File: config.mk
export PLATFORM = sky130hd
export DESIGN_NAME = fft_dac_flat
export DESIGN_NICKNAME = d
export VERILOG_FILES = /design/src/rtl/fft_dac_pkg.sv /design/src/rtl/fft_dac_if.sv /design/src/rtl/fft_scl_gen.sv /design/src/rtl/fft_dac.sv /design/src/flat_wrapper.sv
export SDC_FILE = /design/constraint.sdc
export NUM_CORES = 1
export LEC_CHECK = 0
export BUFFER_PORTS_ARGS = -buffer_cell sky130_fd_sc_hd__clkbuf_2
export CORE_UTILIZATION = 62
export CTS_CLUSTER_SIZE = 28
export DETAILED_ROUTE_END_ITERATION = 6
export GPL_ROUTABILITY_DRIVEN = 0
export PLACE_DENSITY = 0.83
export SLEW_MARGIN = 20
export SYNTH_ARGS = -nofsm -noshare
export SYNTH_HDL_FRONTEND = slang
export SYNTH_SLANG_ARGS = --single-unit
export TNS_END_PERCENT = 10
File: constraint.sdc
create_clock -name iCLK -period 3.5 [get_ports iCLK]
set_input_delay 0.875 -clock iCLK [delete_from_list [all_inputs] [get_ports iCLK]]
set_output_delay 0.875 -clock iCLK [all_outputs]
set_load 0.01 [all_outputs]
File: src/rtl/fft_dac_pkg.sv
// fft_dac_pkg: shared constants, FSM encoding and frame packing for the serial DAC writer.
package fft_dac_pkg;
  localparam int FRAME_BITS   = 24;
  localparam int DATA_BITS    = 16;
  localparam int PD_BITS      = 2;
  localparam int SCL_HALF_DEF = 13;
  localparam int SYNC_GAP_DEF = 4;
  typedef enum logic [1:0] {IDLE, SHIFT, GAP} state_t;
  function automatic logic [FRAME_BITS-1:0] frame_word(input logic [PD_BITS-1:0] pd, input logic [DATA_BITS-1:0] d);
    return {{(FRAME_BITS-PD_BITS-DATA_BITS){1'b0}}, pd, d};
  endfunction
endpackage

File: src/rtl/fft_dac_if.sv
// fft_dac_if: sample handshake from the core plus the DAC serial pins and status.
interface fft_dac_if;
  import fft_dac_pkg::*;
  logic [DATA_BITS-1:0] iDATA;
  logic [PD_BITS-1:0]   iPD;
  logic                 iVALID;
  logic                 oREADY;
  logic                 oDAC_SYNC;
  logic                 oDAC_SCL;
  logic                 oDAC_DIN;
  logic                 oBUSY;
  logic                 oDONE;
  modport master (output iDATA, iPD, iVALID, input oREADY, oDAC_SYNC, oDAC_SCL, oDAC_DIN, oBUSY, oDONE);
  modport slave  (input iDATA, iPD, iVALID, output oREADY, oDAC_SYNC, oDAC_SCL, oDAC_DIN, oBUSY, oDONE);
endinterface

File: src/rtl/fft_scl_gen.sv
// fft_scl_gen: half-period counter driving SCL with fall/rise strobes; idles high while disabled.
module fft_scl_gen #(
  parameter int HALF = 13
) (
  input  logic clk_i,
  input  logic rst_ni,
  input  logic en_i,
  output logic scl_o,
  output logic fall_o,
  output logic rise_o
);
  localparam int CW = $clog2(HALF);
  logic [CW-1:0] cnt_q, cnt_d;
  logic          scl_q, scl_d, wrap;
  always_comb begin
    wrap   = en_i && cnt_q == CW'(HALF-1);
    cnt_d  = (!en_i || wrap) ? '0 : cnt_q + CW'(1);
    scl_d  = !en_i ? 1'b1 : wrap ? !scl_q : scl_q;
    fall_o = wrap && scl_q;
    rise_o = wrap && !scl_q;
    scl_o  = scl_q;
  end
  always_ff @(posedge clk_i or negedge rst_ni)
    if (!rst_ni) begin
      cnt_q <= '0;
      scl_q <= 1'b1;
    end else begin
      cnt_q <= cnt_d;
      scl_q <= scl_d;
    end
endmodule

File: src/rtl/fft_dac.sv
// fft_dac: DAC8531-style 24-bit serial writer with a one-entry sample buffer.
// Data leaves MSB first; DIN changes on SCL rise so the DAC can sample it on the fall.
module fft_dac
  import fft_dac_pkg::*;
#(
  parameter int SCL_HALF = SCL_HALF_DEF,
  parameter int SYNC_GAP = SYNC_GAP_DEF
) (
  input logic        iCLK,
  input logic        iRESET,
  fft_dac_if.slave   dac
);
  localparam int GW = $clog2(SYNC_GAP + 1);
  localparam int BW = PD_BITS + DATA_BITS;
  state_t                state_q, state_d;
  logic                  full_q, full_d;
  logic [BW-1:0]         buf_q, buf_d;
  logic [FRAME_BITS-1:0] sr_q, sr_d;
  logic [4:0]            bit_q, bit_d;
  logic                  last_q, last_d;
  logic [GW-1:0]         gap_q, gap_d;
  logic                  done_q, done_d;
  logic                  scl, fall, rise, load, acc, fin;
  fft_scl_gen #(.HALF(SCL_HALF)) u_scl (
    .clk_i  (iCLK),
    .rst_ni (iRESET),
    .en_i   (state_q == SHIFT),
    .scl_o  (scl),
    .fall_o (fall),
    .rise_o (rise)
  );
  always_ff @(posedge iCLK or negedge iRESET)
    if (!iRESET) state_q <= IDLE;
    else         state_q <= state_d;
  always_comb begin
    load    = state_q == IDLE && full_q;
    fin     = state_q == SHIFT && rise && last_q;
    state_d = load ? SHIFT
            : fin ? GAP
            : (state_q == GAP && gap_q == GW'(SYNC_GAP-1)) ? IDLE
            : state_q;
  end
  always_comb begin
    dac.oDAC_SYNC = state_q != SHIFT;
    dac.oBUSY     = state_q != IDLE;
  end
  // last_q arms on the 24th fall so the following rise closes the frame
  always_comb begin
    acc    = dac.iVALID && !full_q;
    full_d = load ? 1'b0 : acc ? 1'b1 : full_q;
    buf_d  = acc ? {dac.iPD, dac.iDATA} : buf_q;
    sr_d   = load ? frame_word(buf_q[BW-1:DATA_BITS], buf_q[DATA_BITS-1:0])
           : fin ? '0
           : rise ? {sr_q[FRAME_BITS-2:0], 1'b0}
           : sr_q;
    bit_d  = load ? '0 : (rise && !last_q) ? bit_q + 5'd1 : bit_q;
    last_d = load ? 1'b0 : (fall && bit_q == 5'(FRAME_BITS-1)) ? 1'b1 : last_q;
    gap_d  = state_q == GAP ? gap_q + GW'(1) : '0;
    done_d = fin;
  end
  always_ff @(posedge iCLK or negedge iRESET)
    if (!iRESET) begin
      full_q <= 1'b0;
      buf_q  <= '0;
      sr_q   <= '0;
      bit_q  <= '0;
      last_q <= 1'b0;
      gap_q  <= '0;
      done_q <= 1'b0;
    end else begin
      full_q <= full_d;
      buf_q  <= buf_d;
      sr_q   <= sr_d;
      bit_q  <= bit_d;
      last_q <= last_d;
      gap_q  <= gap_d;
      done_q <= done_d;
    end
  assign dac.oREADY   = !full_q;
  assign dac.oDAC_SCL = scl;
  assign dac.oDAC_DIN = sr_q[FRAME_BITS-1];
  assign dac.oDONE    = done_q;
endmodule
File: src/flat_wrapper.sv
// flat-port wrapper written by rule: the top's interface ports become plain ports
module fft_dac_flat import fft_dac_pkg::*;
#(
  parameter int SCL_HALF = SCL_HALF_DEF,
  parameter int SYNC_GAP = SYNC_GAP_DEF
)
  (iCLK, iRESET, dac_iDATA, dac_iPD, dac_iVALID, dac_oREADY, dac_oDAC_SYNC, dac_oDAC_SCL, dac_oDAC_DIN, dac_oBUSY, dac_oDONE);
  fft_dac_if dac_i ();
  input logic iCLK;
  input logic iRESET;
  input wire logic [$bits(dac_i.iDATA)-1:0] dac_iDATA;
  input wire logic [$bits(dac_i.iPD)-1:0] dac_iPD;
  input wire logic [$bits(dac_i.iVALID)-1:0] dac_iVALID;
  output wire logic [$bits(dac_i.oREADY)-1:0] dac_oREADY;
  output wire logic [$bits(dac_i.oDAC_SYNC)-1:0] dac_oDAC_SYNC;
  output wire logic [$bits(dac_i.oDAC_SCL)-1:0] dac_oDAC_SCL;
  output wire logic [$bits(dac_i.oDAC_DIN)-1:0] dac_oDAC_DIN;
  output wire logic [$bits(dac_i.oBUSY)-1:0] dac_oBUSY;
  output wire logic [$bits(dac_i.oDONE)-1:0] dac_oDONE;
  assign dac_i.iDATA = dac_iDATA;
  assign dac_i.iPD = dac_iPD;
  assign dac_i.iVALID = dac_iVALID;
  assign dac_oREADY = dac_i.oREADY;
  assign dac_oDAC_SYNC = dac_i.oDAC_SYNC;
  assign dac_oDAC_SCL = dac_i.oDAC_SCL;
  assign dac_oDAC_DIN = dac_i.oDAC_DIN;
  assign dac_oBUSY = dac_i.oBUSY;
  assign dac_oDONE = dac_i.oDONE;
  fft_dac #(.SCL_HALF(SCL_HALF), .SYNC_GAP(SYNC_GAP)) u_core (.iCLK(iCLK), .iRESET(iRESET), .dac(dac_i));
endmodule
# --- Word level (Yosys, flattened, before mapping) ---
# Index checks and enable logic that the tools add are counted.
# Widths: inputs -> output; s select.
word_totals:
  reg_bits: 60
  in_bits: 21
  wordCells: 58
op_classes:
  add_sub_neg: 3
  eq_ne: 7
  n_mux: 16
  reduce_logical: 22
ops:
  columns: ["cell", "count"]
  rows:
  - ["$mux 24", 3]
  - ["$logic_and 1x1->1", 10]
  - ["$mux 5", 2]
  - ["$reduce_bool 2->1", 4]
  - ["$mux 1", 6]
  - ["$mux 2", 3]
  - ["$reduce_bool 3->1", 2]
  - ["$add 5x1->5 const B", 1]
  - ["$eq 5x5->1 const B", 1]
  - ["$add 4x1->4 const B", 1]
  - ["$eq 4x4->1 const B", 1]
  - ["$logic_not 1->1", 4]
  - ["$mux 4", 1]
  - ["$ne 2x1->1 const B", 2]
  - ["$add 3x1->3 const B", 1]
  - ["$eq 3x2->1 const B", 1]
  - ["$mux 3", 1]
  - ["$eq 2x1->1 const B", 1]
  - ["$eq 2x2->1 const B", 1]
  - ["$logic_not 2->1", 1]
  - ["$logic_or 1x1->1", 1]

# --- Longest topological paths before layout ---
# Gate-level depths: netlist (run 1).
logic_depth:
  depth_word: 7
  ltp_mapped: 6
  mapped_depth_nobuf: 5

# --- By module ---
# From an unflattened synthesis (run 1), not the netlist that was laid out.
unflattened:
  hier_cells: 201
  area_unflattened_um2: 2561.2
by_module_without_submodules:
  columns: ["module", "instances", "cells_each", "area_each_um2"]
  rows:
  - ["fft_dac", 1, 174, 2302.2]
  - ["fft_scl_gen", 1, 27, 259.0]

# --- Worst setup path before layout (run 1) ---
# No wires, ideal clock.
synth_path:
  path_kind: "input to register"
  startpoint: "in dac_iVALID"
  endpoint: "reg u_core.buf_q[10]"
  arrival_ps: 1885
  required_ps: 3375
  setup_slack_ps: 1490
  stages: 4
  path_buffers: 2
  cell_sequence: "nor2b_1 > clkbuf_1 > buf_2 > mux2_2"
synth_between:
  elab_chain_cells: 1
synth_lines:
  columns: ["item", "line_no", "source"]
  rows:
  - ["start, declared", "flat_wrapper.sv:13", "input wire logic [$bits(dac_i.iVALID)-1:0] dac_iVALID;"]
  - ["$logic_and 1x1->1", "fft_dac.sv:49", "acc = dac.iVALID && !full_q;"]
  - ["end signal, assigned", "fft_dac.sv:72", "buf_q <= buf_d;"]
  - ["end, declared", "fft_dac.sv:17", "logic [BW-1:0] buf_q, buf_d;"]
# No other way between the ends.
# A chain may end at the register's enable or synchronous reset.

# --- Final worst setup path (run 1) ---
layout_path:
  startpoint: "reg u_core.state_q[1]"
  endpoint: "out dac_oDAC_SYNC"
layout_between:
  elab_chain_cells: 1
layout_lines:
  columns: ["item", "line_no", "source"]
  rows:
  - ["start, declared", "fft_dac.sv:15", "state_t state_q, state_d;"]
  - ["start signal, assigned", "fft_dac.sv:34", "else state_q <= state_d;"]
  - ["$ne 2x1->1", "fft_dac.sv:44", "dac.oDAC_SYNC = state_q != SHIFT;"]
  - ["end, declared", "flat_wrapper.sv:15", "output wire logic [$bits(dac_i.oDAC_SYNC)-1:0] dac_oDAC_SYNC;"]
# No other way between the ends.

==> results of run 1 <==
[layout make-up]
type / instances / area share (%)
Clock buffer: 14 / 5.238
Clock inverter: 2 / 0.3435
Inverter: 8 / 1.030
Multi-Input combinational cell: 149 / 34.44
Sequential cell: 60 / 51.57
Tap cell: 50 / 2.147
Timing Repair Buffer: 29 / 5.238
[layer usage]
| layer | vias up | part of all wire, % | wire length (um) | track usage (%) |
|---|---|---|---|---|
| li1 | 874 | - | - | - |
| met3 | 12 | 3.0 | 137 | 5.308 |
| met4 | 0 | 2.7 | 124 | 14.10 |
| met1 | 891 | 45 | 2048 | 31.65 |
| met5 | - | 0 | 0 | 0 |
| met2 | 40 | 50 | 2279 | 37.50 |
[cell usage in the layout, fill, tap and decap left out, types with 3 or more instances in the layout]
cell type  synthesis  layout
dfrtp_1           59      59
clkbuf_2           1      26
clkbuf_8           0      10
o221ai_1          16      16
a21oi_1           10      10
nor2_1             8       8
clkbuf_1          10       4
o21ai_0           10      10
nand4b_1           6       6
nand3_1            6       6
nand2_1           41      41
mux2_2            18      18
inv_1              8       8
buf_4              1       3
ha_1               5       5
[power breakdown]
group	internal, W	switching, W
clock	0.000275	0.000239
combinational	0.000251	0.000273
sequential	0.000940	0.000125
total	0.00147	0.000637
[sequential cells by signal, indices dropped and copies added, names as in the netlist]
name and flops:
u_core.bit_q 5, u_core.last_q 1, u_core.u_scl.cnt_q 4, u_core.dac.oDONE 1, u_core.u_scl.scl_o 1, u_core.sr_q 24
u_core.state_q 2, u_core.buf_q 18, u_core.full_q 1, u_core.gap_q 3
[stage by stage]
| step | total power (W) | area [um2] | utilization, % | std cells | worst slack, ps |
|---|---|---|---|---|---|
| finish | 0.002102 | 2914 | 72.33 | 312 | 1325 |
| detailed placement | 0.001597 | 2751 | 68.29 | 296 | 1560 |
| global placement | 0.001562 | 2751 | 68.29 | 296 | 1598 |
| CTS | 0.002128 | 2914 | 72.33 | 312 | 1301 |
| floorplan | 0.001455 | 2603 | - | 232 | 1490 |
| global route | 0.002251 | 2914 | 72.33 | 312 | 1231 |
[cells by family (layout without fill, tap and decap cells)]
kind of cell               Yosys count  after routing  synth area share [%]
and+or+nand+nor                     80             80                 15.82
adders and majority gates            5              5                 2.404
buffers and inverters               23             53                 3.894
AOI/OAI and AO/OA                   42             42                 10.96
xor gates and xnor gates             3              3                 1.010
muxes                               19             19                 8.173
DFF                                 60             60                 57.74
[final timing paths]
kind | to | slack (ps) | cells past startpoint
max reg2reg | u_core.sr_q[4] | 1490 | 5
min in group iCLK | u_core.gap_q[0] | 430 | 1
max in group asynchronous | u_core.state_q[0] | 2280 | 2
min reg2reg | u_core.gap_q[0] | 430 | 1
max | dac_oDAC_SYNC | 1320 | 3
min | u_core.gap_q[2] | 350 | 1
==> metrics.txt, run 1 <==
first-pass GRT wire length 7672 um; worst min-delay path class in2async; Sum Neg Setup Slack 0 ps; H-tree lvl count 3; First DRT Iteration DRCs 155; chip height 66.79 um; worst r2r src u_core.u_scl.cnt_q[0]; register area 0.001503 mm2; via count 1,817; Final min period 2175 ps; Final ANT Viol Nets 0; clk root buf clkbuf_8; CP peak stage delay 490 ps; core box area 0.004029 mm2; Distinct cells, synth 40; Die Width 66.79 um; vias in the first global route 1,725; FMAX 459.7 MHz; share of layout cells above drive strength 1 25.57%; port bufs 26; CP max FO 10; Area Overhead vs Synth 11.97%; unrepaired setup endpoints after global routing false; WL/cell 14.71 um; EDFF count, synth 0; outcome complete, no violations; Clock Latency Late Sink 330 ps; grt total ovfl 0; Power per Cell Area 721.2 mW/mm2; Worst setup SP type flop; sequential fraction of the synthesis area 57.74%; CP delay by family, top flip-flops; worst hold slack 348.7 ps; CP Cell Sequence and2b_2 > inv_1 > clkbuf_2; Leak 1.331 nW; FFs w/ async S/R, synth 100.0%; sum of buffers and inverters on the critical path 2; crit path max-delay cell type dfrtp_1; CP Launch Point u_core.state_q[1]; Synth top area share 56.73%; Slew Viols, Final 0; CP Class reg2out; Post-CTS Setup Bufs 0; Initial Util 64.60%; worst vdd ir 0.4485 mV; IO Pins 27; Worst Tran Pin Value 805.0 ps; Synth area leaders dfrtp_1, mux2_2, nand2_1; fillcell total 305; Mapped Area 0.002602 mm2; initial antenna violation count 0; TritonCTS buffer count 9; skew final 3.972 ps; Arrival @ worst endpoint 1300 ps; # DRC 0; clk sink count 60; DR pass1 iterations 4; clock tree from TritonCTS yes; clock buffer depth 2; Fin. Hold Viols 0; Seq cells post-synth 60; commonest cells in the netlist dfrtp_1, nand2_1, mux2_2, o221ai_1; CTS resizes 0; final setup vio count 0; die area 0.004461 mm2; area occupied by multi-input gates 0.001003 mm2; Max Cap Viol 0; Post-Syn Instances 232; hold_buf cts 0; Synth area leader dfrtp_1; most frequent cell after synthesis dfrtp_1; Worst Path Required 2620 ps; Net Count, Synth 258; DR vias/cell 5.824; number of core rows 23; final WL 4589 um; Ant. Diodes 0; largest net degree at the start of global routing 57; Most used DFF post-synth dfrtp_1; Avg Inst Size Synth 11.22 um2; Layout Nets 283; period utilisation layout 62.15%; Slew headroom 46.22%; YS warnings 0; GR Util All Layers 24.36%; crit end category output pin; DP Wirelength 2914 um; Worst-path clk slew 60 ps
Power figures use the tool's default switching activity.
==> run 2, diff against run 1 <==
--- a/config.mk
+++ b/config.mk
@@ -6,11 +6,11 @@
 export NUM_CORES = 1
 export LEC_CHECK = 0
 export BUFFER_PORTS_ARGS = -buffer_cell sky130_fd_sc_hd__clkbuf_2
-export CORE_UTILIZATION = 62
+export CORE_UTILIZATION = 52
 export CTS_CLUSTER_SIZE = 28
 export DETAILED_ROUTE_END_ITERATION = 6
 export GPL_ROUTABILITY_DRIVEN = 0
-export PLACE_DENSITY = 0.83
+export PLACE_DENSITY = 0.75
 export SLEW_MARGIN = 20
 export SYNTH_ARGS = -nofsm -noshare
 export SYNTH_HDL_FRONTEND = slang
==> constraint.sdc (replaced) <==
create_clock -name iCLK -period 2 [get_ports iCLK]
set_input_delay 0.5 -clock iCLK [delete_from_list [all_inputs] [get_ports iCLK]]
set_output_delay 0.5 -clock iCLK [all_outputs]
set_load 0.01 [all_outputs]
==> run 2 against run 1 <==
Register-to-register slack worse by 1300 ps. Utilization is 9.2 points lower. Sequential share of layout area shrank 1.5 points. Clock skew is essentially flat. Worst hold slack worse by 260 ps. Non-clock buffer count is 7 higher. Clock power increased by 80%. Sequential power is 76% higher. Die area grew 19%. Highest routed layer unchanged. Setup slack got worse by 1200 ps. Via count up 0.17%.
==> metrics.txt, run 2 (synthesized netlist as in run 1, its figures left out) <==
Sum Neg Setup Slack 0 ps (unchanged); most common cell after layout, fill and taps aside dfrtp_1; Worst Tran Pin Value 520.3 ps (-284.8 ps); Slew headroom 64.83% (+19 points); Pwr Total 0.003727 W (+77%); number of core rows 25 (+8.7%); outcome complete, no violations; GR Util All Layers 21.07% (-3.3 points); FMAX 545.8 MHz; clk sink count 60 (unchanged); biggest regs u_core.sr_q (24), u_core.buf_q (18), u_core.bit_q (5); Final ANT Viol Nets 0 (unchanged); Largest register FFs 24 (unchanged); reg2reg end u_core.bit_q[4]; TritonCTS buffer count 9 (unchanged); Placed Area 0.002838 mm2 (+3.1%); IO Pins 27 (unchanged); Final min period 1832 ps; DR vias/cell 5.417 (-7.0%); die area 0.005292 mm2 (+19%); Arrival @ worst endpoint 1330 ps (+30 ps); Power per Cell Area 1242 mW/mm2 (+72%); most frequent cells in the layout dfrtp_1, nand2_1, clkbuf_2; CP Launch Point u_core.state_q[1]; final WL 4685 um (+2.1%); WL/cell 13.94 um (-5.2%); period utilisation layout 91.60%; Layout Nets 290 (+2.5%); unrepaired setup endpoints after global routing false; CP max FO 10 (unchanged); Fin. Hold Viols 0 (unchanged); first-pass GRT wire length 8176 um (+6.6%); Area Overhead vs Synth 15.29%; crit end category output pin; Final Util 63.11% (-9.2 points); chip height 72.75 um (+8.9%); Max Cap Viol 0 (unchanged); skew final 4.181 ps (+0.2097 ps); largest net degree at the start of global routing 35 (-39%); via count 1,820 (+0.17%); First DRT Iteration DRCs 111 (-28%); final setup margin 167.9 ps (-1157 ps); Worst setup SP type flop; Ant. Diodes 0 (unchanged); CTS resizes 0 (unchanged); Worst Path Required 1500 ps (-1120 ps); reg-to-reg slack, setup 190 ps (-1300 ps); CP Class reg2out; final setup vio count 0 (unchanged); r2r worst-path depth 3 (-2); share of layout cells above drive strength 1 27.51% (+1.9 points); Setup WS pre-CTS 214.3 ps (-1345 ps); worst r2r src u_core.last_q; clock buffer depth 2 (unchanged); Post-CTS Setup Bufs 0 (unchanged); worst vdd ir 0.7570 mV (+69%); core box area 0.004755 mm2 (+18%); worst min-delay path class in2async; grt total ovfl 0 (unchanged); port bufs 26 (unchanged); Slew Viols, Final 0 (unchanged); Worst-path clk slew 60 ps (about the same); Die Width 72.75 um (+8.9%); Clock Latency Late Sink 330 ps (about the same); vias in the first global route 1,817 (+5.3%); DR pass1 iterations 4 (unchanged); Initial Util 54.74% (-9.9 points); H-tree lvl count 3 (unchanged); Most flops, register u_core.sr_q; clock tree from TritonCTS yes; # DRC 0 (unchanged); Leak 1.370 nW (+2.9%); Layout Cell Area excl Fill 0.003000 mm2 (+3.0%); DP Wirelength 3174 um (+8.9%); initial antenna violation count 0 (unchanged); hold_buf cts 0 (unchanged); clk root buf clkbuf_8
[run 2: changes by cell type in the layout (fill, tap and decap cells not counted)]
cell	delta
buf_4	+6
buf_12	+1
[run 2: stage by stage]
step | std cells | hold WS, ps
finish | 336 | 88.93
global route | 336 | 103.2
CTS | 336 | 90.09
detailed placement | 320 | 428.4
global placement | 320 | 421.3
floorplan | 232 | 204.4
[run 2: layout make-up]
| type | instances | area, um2 |
|---|---|---|
| Fill cell | 399 | 1754 |
| Sequential cell | 60 | 1503 |
| Timing Repair Buffer | 36 | 217.7 |
| Multi-Input combinational cell | 149 | 1003 |
| Tap cell | 67 | 83.83 |
| Clock inverter | 2 | 10.01 |
| Inverter | 8 | 30.03 |
| Clock buffer | 14 | 152.6 |
[run 2: power breakdown]
part / leakage (nW) / internal, W / total (W) / switching (W)
Clock: 0.0844 / 0.000481 / 0.000921 / 0.000439
Sequential: 0.753 / 0.00164 / 0.00187 / 0.000224
Combinational: 0.532 / 0.000468 / 0.000938 / 0.000470
Total: 1.37 / 0.00259 / 0.00373 / 0.00113
[run 2: worst max path at each step]
stage | endpoint | slack [ps] | depth (start not counted)
after global routing | u_core.bit_q[3] | 90 | 3
after global placement | u_core.bit_q[3] | 230 | 3
after floorplan | u_core.bit_q[3] | 270 | 5
final | dac_oDAC_SYNC | 170 | 3
after CTS | dac_oDAC_SYNC | 150 | 3
after detailed placement | u_core.bit_q[4] | 210 | 3
[run 2: metal layers]
metal | global-route usage, % | wire length, um | vias up
li1 | - | - | 887
met5 | 0 | 0 | -
met1 | 27.52 | 2167 | 886
met2 | 32.71 | 2245 | 39
met3 | 5.110 | 189 | 8
met4 | 11.33 | 82 | 0
[run 2: worst max-delay path, cell delays in order, from the launching register on]
cell      delay, ps
dfrtp_1         500
and2b_2         290
inv_1            90
clkbuf_2        130
==> run 3, diff against run 2 <==
==> constraint.sdc (replaced) <==
create_clock -name iCLK -period 2 [get_ports iCLK]
set_input_delay 0.4 -clock iCLK [delete_from_list [all_inputs] [get_ports iCLK]]
set_output_delay 0.4 -clock iCLK [all_outputs]
set_load 0.01 [all_outputs]
==> run 3 against run 2 <==
Wire length is 3.0% lower. Setup slack better by 28 ps. Register-to-register slack hardly changed. Total power is 1.8% higher. Via count is 0.16% higher. Worst hold slack worse by 37 ps. Utilization is 0.63 points higher. Combinational power is 1% higher. Critical endpoint is now u_core.bit_q[4]. Highest routed layer unchanged.
==> metrics.txt, run 3 (synthesized netlist as in run 1, its figures left out) <==
outcome complete, no violations; Placed Area 0.002845 mm2 (+0.26%); TritonCTS buffer count 9 (unchanged); Worst Path Required 2270 ps (+770 ps); Layout Cell Area excl Fill 0.003030 mm2 (+1.0%); DR vias/cell 5.409 (-0.13%); Final ANT Viol Nets 0 (unchanged); Leak 1.373 nW (+0.19%); Power per Cell Area 1252 mW/mm2 (+0.80%); most frequent cells in the layout dfrtp_1, nand2_1, clkbuf_2; r2r worst-path depth 3 (unchanged); CP delay by family, top simple AND/OR/NAND/NOR gates; Most flops, register u_core.sr_q; IO Pins 27 (unchanged); final setup vio count 0 (unchanged); biggest regs u_core.sr_q (24), u_core.buf_q (18), u_core.bit_q (5); clock tree from TritonCTS yes; DP Wirelength 2989 um (-5.8%); worst hold slack 51.93 ps (-37.00 ps); H-tree lvl count 3 (unchanged); crit path max-delay cell type or4b_1; CP peak stage delay 630 ps (+130 ps); Final min period 1804 ps (-27.99 ps); Clock Latency Late Sink 340 ps (about the same); Largest register FFs 24 (unchanged); Worst-path clk slew 70 ps (about the same); sum of buffers and inverters on the critical path 0 (-2); vias in the first global route 1,818 (+0.055%); initial antenna violation count 0 (unchanged); WL/cell 13.48 um (-3.3%); unrepaired setup endpoints after global routing false; clock buffer depth 2 (unchanged); CP Class reg2reg; Initial Util 54.74% (unchanged); worst r2r src u_core.last_q; Slew headroom 72.54% (+7.7 points); clk sink count 60 (unchanged); # DRC 0 (unchanged); largest net degree at the start of global routing 61 (+74%); Max Cap Viol 0 (unchanged); first-pass GRT wire length 8086 um (-1.1%); number of core rows 25 (unchanged); fillcell total 403 (+1.0%); worst min-delay path class in2async; CTS resizes 0 (unchanged); via count 1,823 (+0.16%); P_sw 0.001187 W (+4.7%); die area 0.005292 mm2 (unchanged); Arrival @ worst endpoint 2070 ps (+740 ps); Area Overhead vs Synth 16.44%; Worst Tran Pin Value 411.9 ps (-108.4 ps); chip height 72.75 um (unchanged); Ant. Diodes 0 (unchanged); CP Cell Sequence or4b_1 > or4_1 > a21oi_1; Slew Viols, Final 0 (unchanged); skew final 7.688 ps (+3.506 ps); period utilisation layout 90.20% (-1.4 points); Worst setup SP type flop; CP max FO 10 (unchanged); worst vdd ir 0.8140 mV (+7.5%); Fin. Hold Viols 0 (unchanged); clk root buf clkbuf_8; Sum Neg Setup Slack 0 ps (unchanged); reg-to-reg slack, setup 200 ps (about the same); CP Launch Point u_core.last_q; Layout Nets 291 (+0.34%); DR pass1 iterations 5 (+1); reg2reg end u_core.bit_q[4]; switch share 31.29% (+0.87 points); Non-Filler Instances 337 (+0.30%); sequential power share 49.1% (-1.0 points); crit end category flop; final WL 4543 um (-3.0%); internal power 0.002607 W (+0.55%); grt total ovfl 0 (unchanged); share of total power in combinational logic 25.1% (about the same); core box area 0.004755 mm2 (unchanged); most common cell after layout, fill and taps aside dfrtp_1; FMAX 554.3 MHz (+1.6%); Post-CTS Setup Bufs 0 (unchanged); port bufs 26 (unchanged); share of layout cells above drive strength 1 29.26% (+1.7 points); Pwr Total 0.003795 W (+1.8%); dpl cells 321 (+0.31%); First DRT Iteration DRCs 54 (-51%); hold_buf cts 0 (unchanged); GR Util All Layers 20.82% (-0.25 points); Die Width 72.75 um (unchanged); Clock power frac 25.8% (+1.1 points)
## run 3: routing by layer
| layer | vias to the layer above | global-route usage (%) | part of all wire [%] |
|---|---|---|---|
| li1 | 890 | - | - |
| met1 | 880 | 24.86 | 45 |
| met2 | 45 | 34.27 | 49 |
| met3 | 8 | 8.425 | 4.8 |
| met4 | 0 | 7.190 | 1.4 |
| met5 | - | 0 | 0 |
## run 3: power groups by stage
stage / clock (W) / combinational [W] / sequential, W
after floorplan: 0 / 0.000724 / 0.00182
after global placement: 0 / 0.000908 / 0.00187
after detailed placement: 0 / 0.000950 / 0.00189
after CTS: 0.00101 / 0.000959 / 0.00187
after global routing: 0.00107 / 0.00107 / 0.00192
final: 0.000979 / 0.000951 / 0.00186
## run 3: area by class of cell
cell class              count  area (um2)  share of cell area (%)
multi-input cells         149        1003                   33.11
repair buffers             37       225.2                   7.432
clock buffers              10       137.6                   4.542
well taps                  67       83.83                   2.766
inverters                   8       30.03                  0.9909
flip-flops and latches     60        1503                   49.59
clock inverters             6       47.55                   1.569
## run 3: metrics by stage
stage	setup slack [ps]	util, %
2_1_floorplan	270.4	-
3_3_place_gp	235.3	59.84
5_1_grt	92.16	63.74
3_5_place_dp	221.0	59.84
6_report	195.9	63.74
4_1_cts	202.8	63.74
## run 3: worst reg2reg max path: stages, from the launching register on
cell     delay, ps
dfrtp_1        460
or4b_1         630
or4_1          500
a21oi_1        150
## run 3: how the worst max path moves through the flow
stage / depth (start not counted) / slack, ps / to
floorplan: 5 / 270 / u_core.bit_q[3]
finish: 3 / 200 / u_core.bit_q[4]
CTS: 3 / 200 / u_core.bit_q[3]
detailed placement: 3 / 220 / u_core.bit_q[3]
global route: 3 / 90 / u_core.bit_q[4]
global placement: 3 / 240 / u_core.bit_q[3]
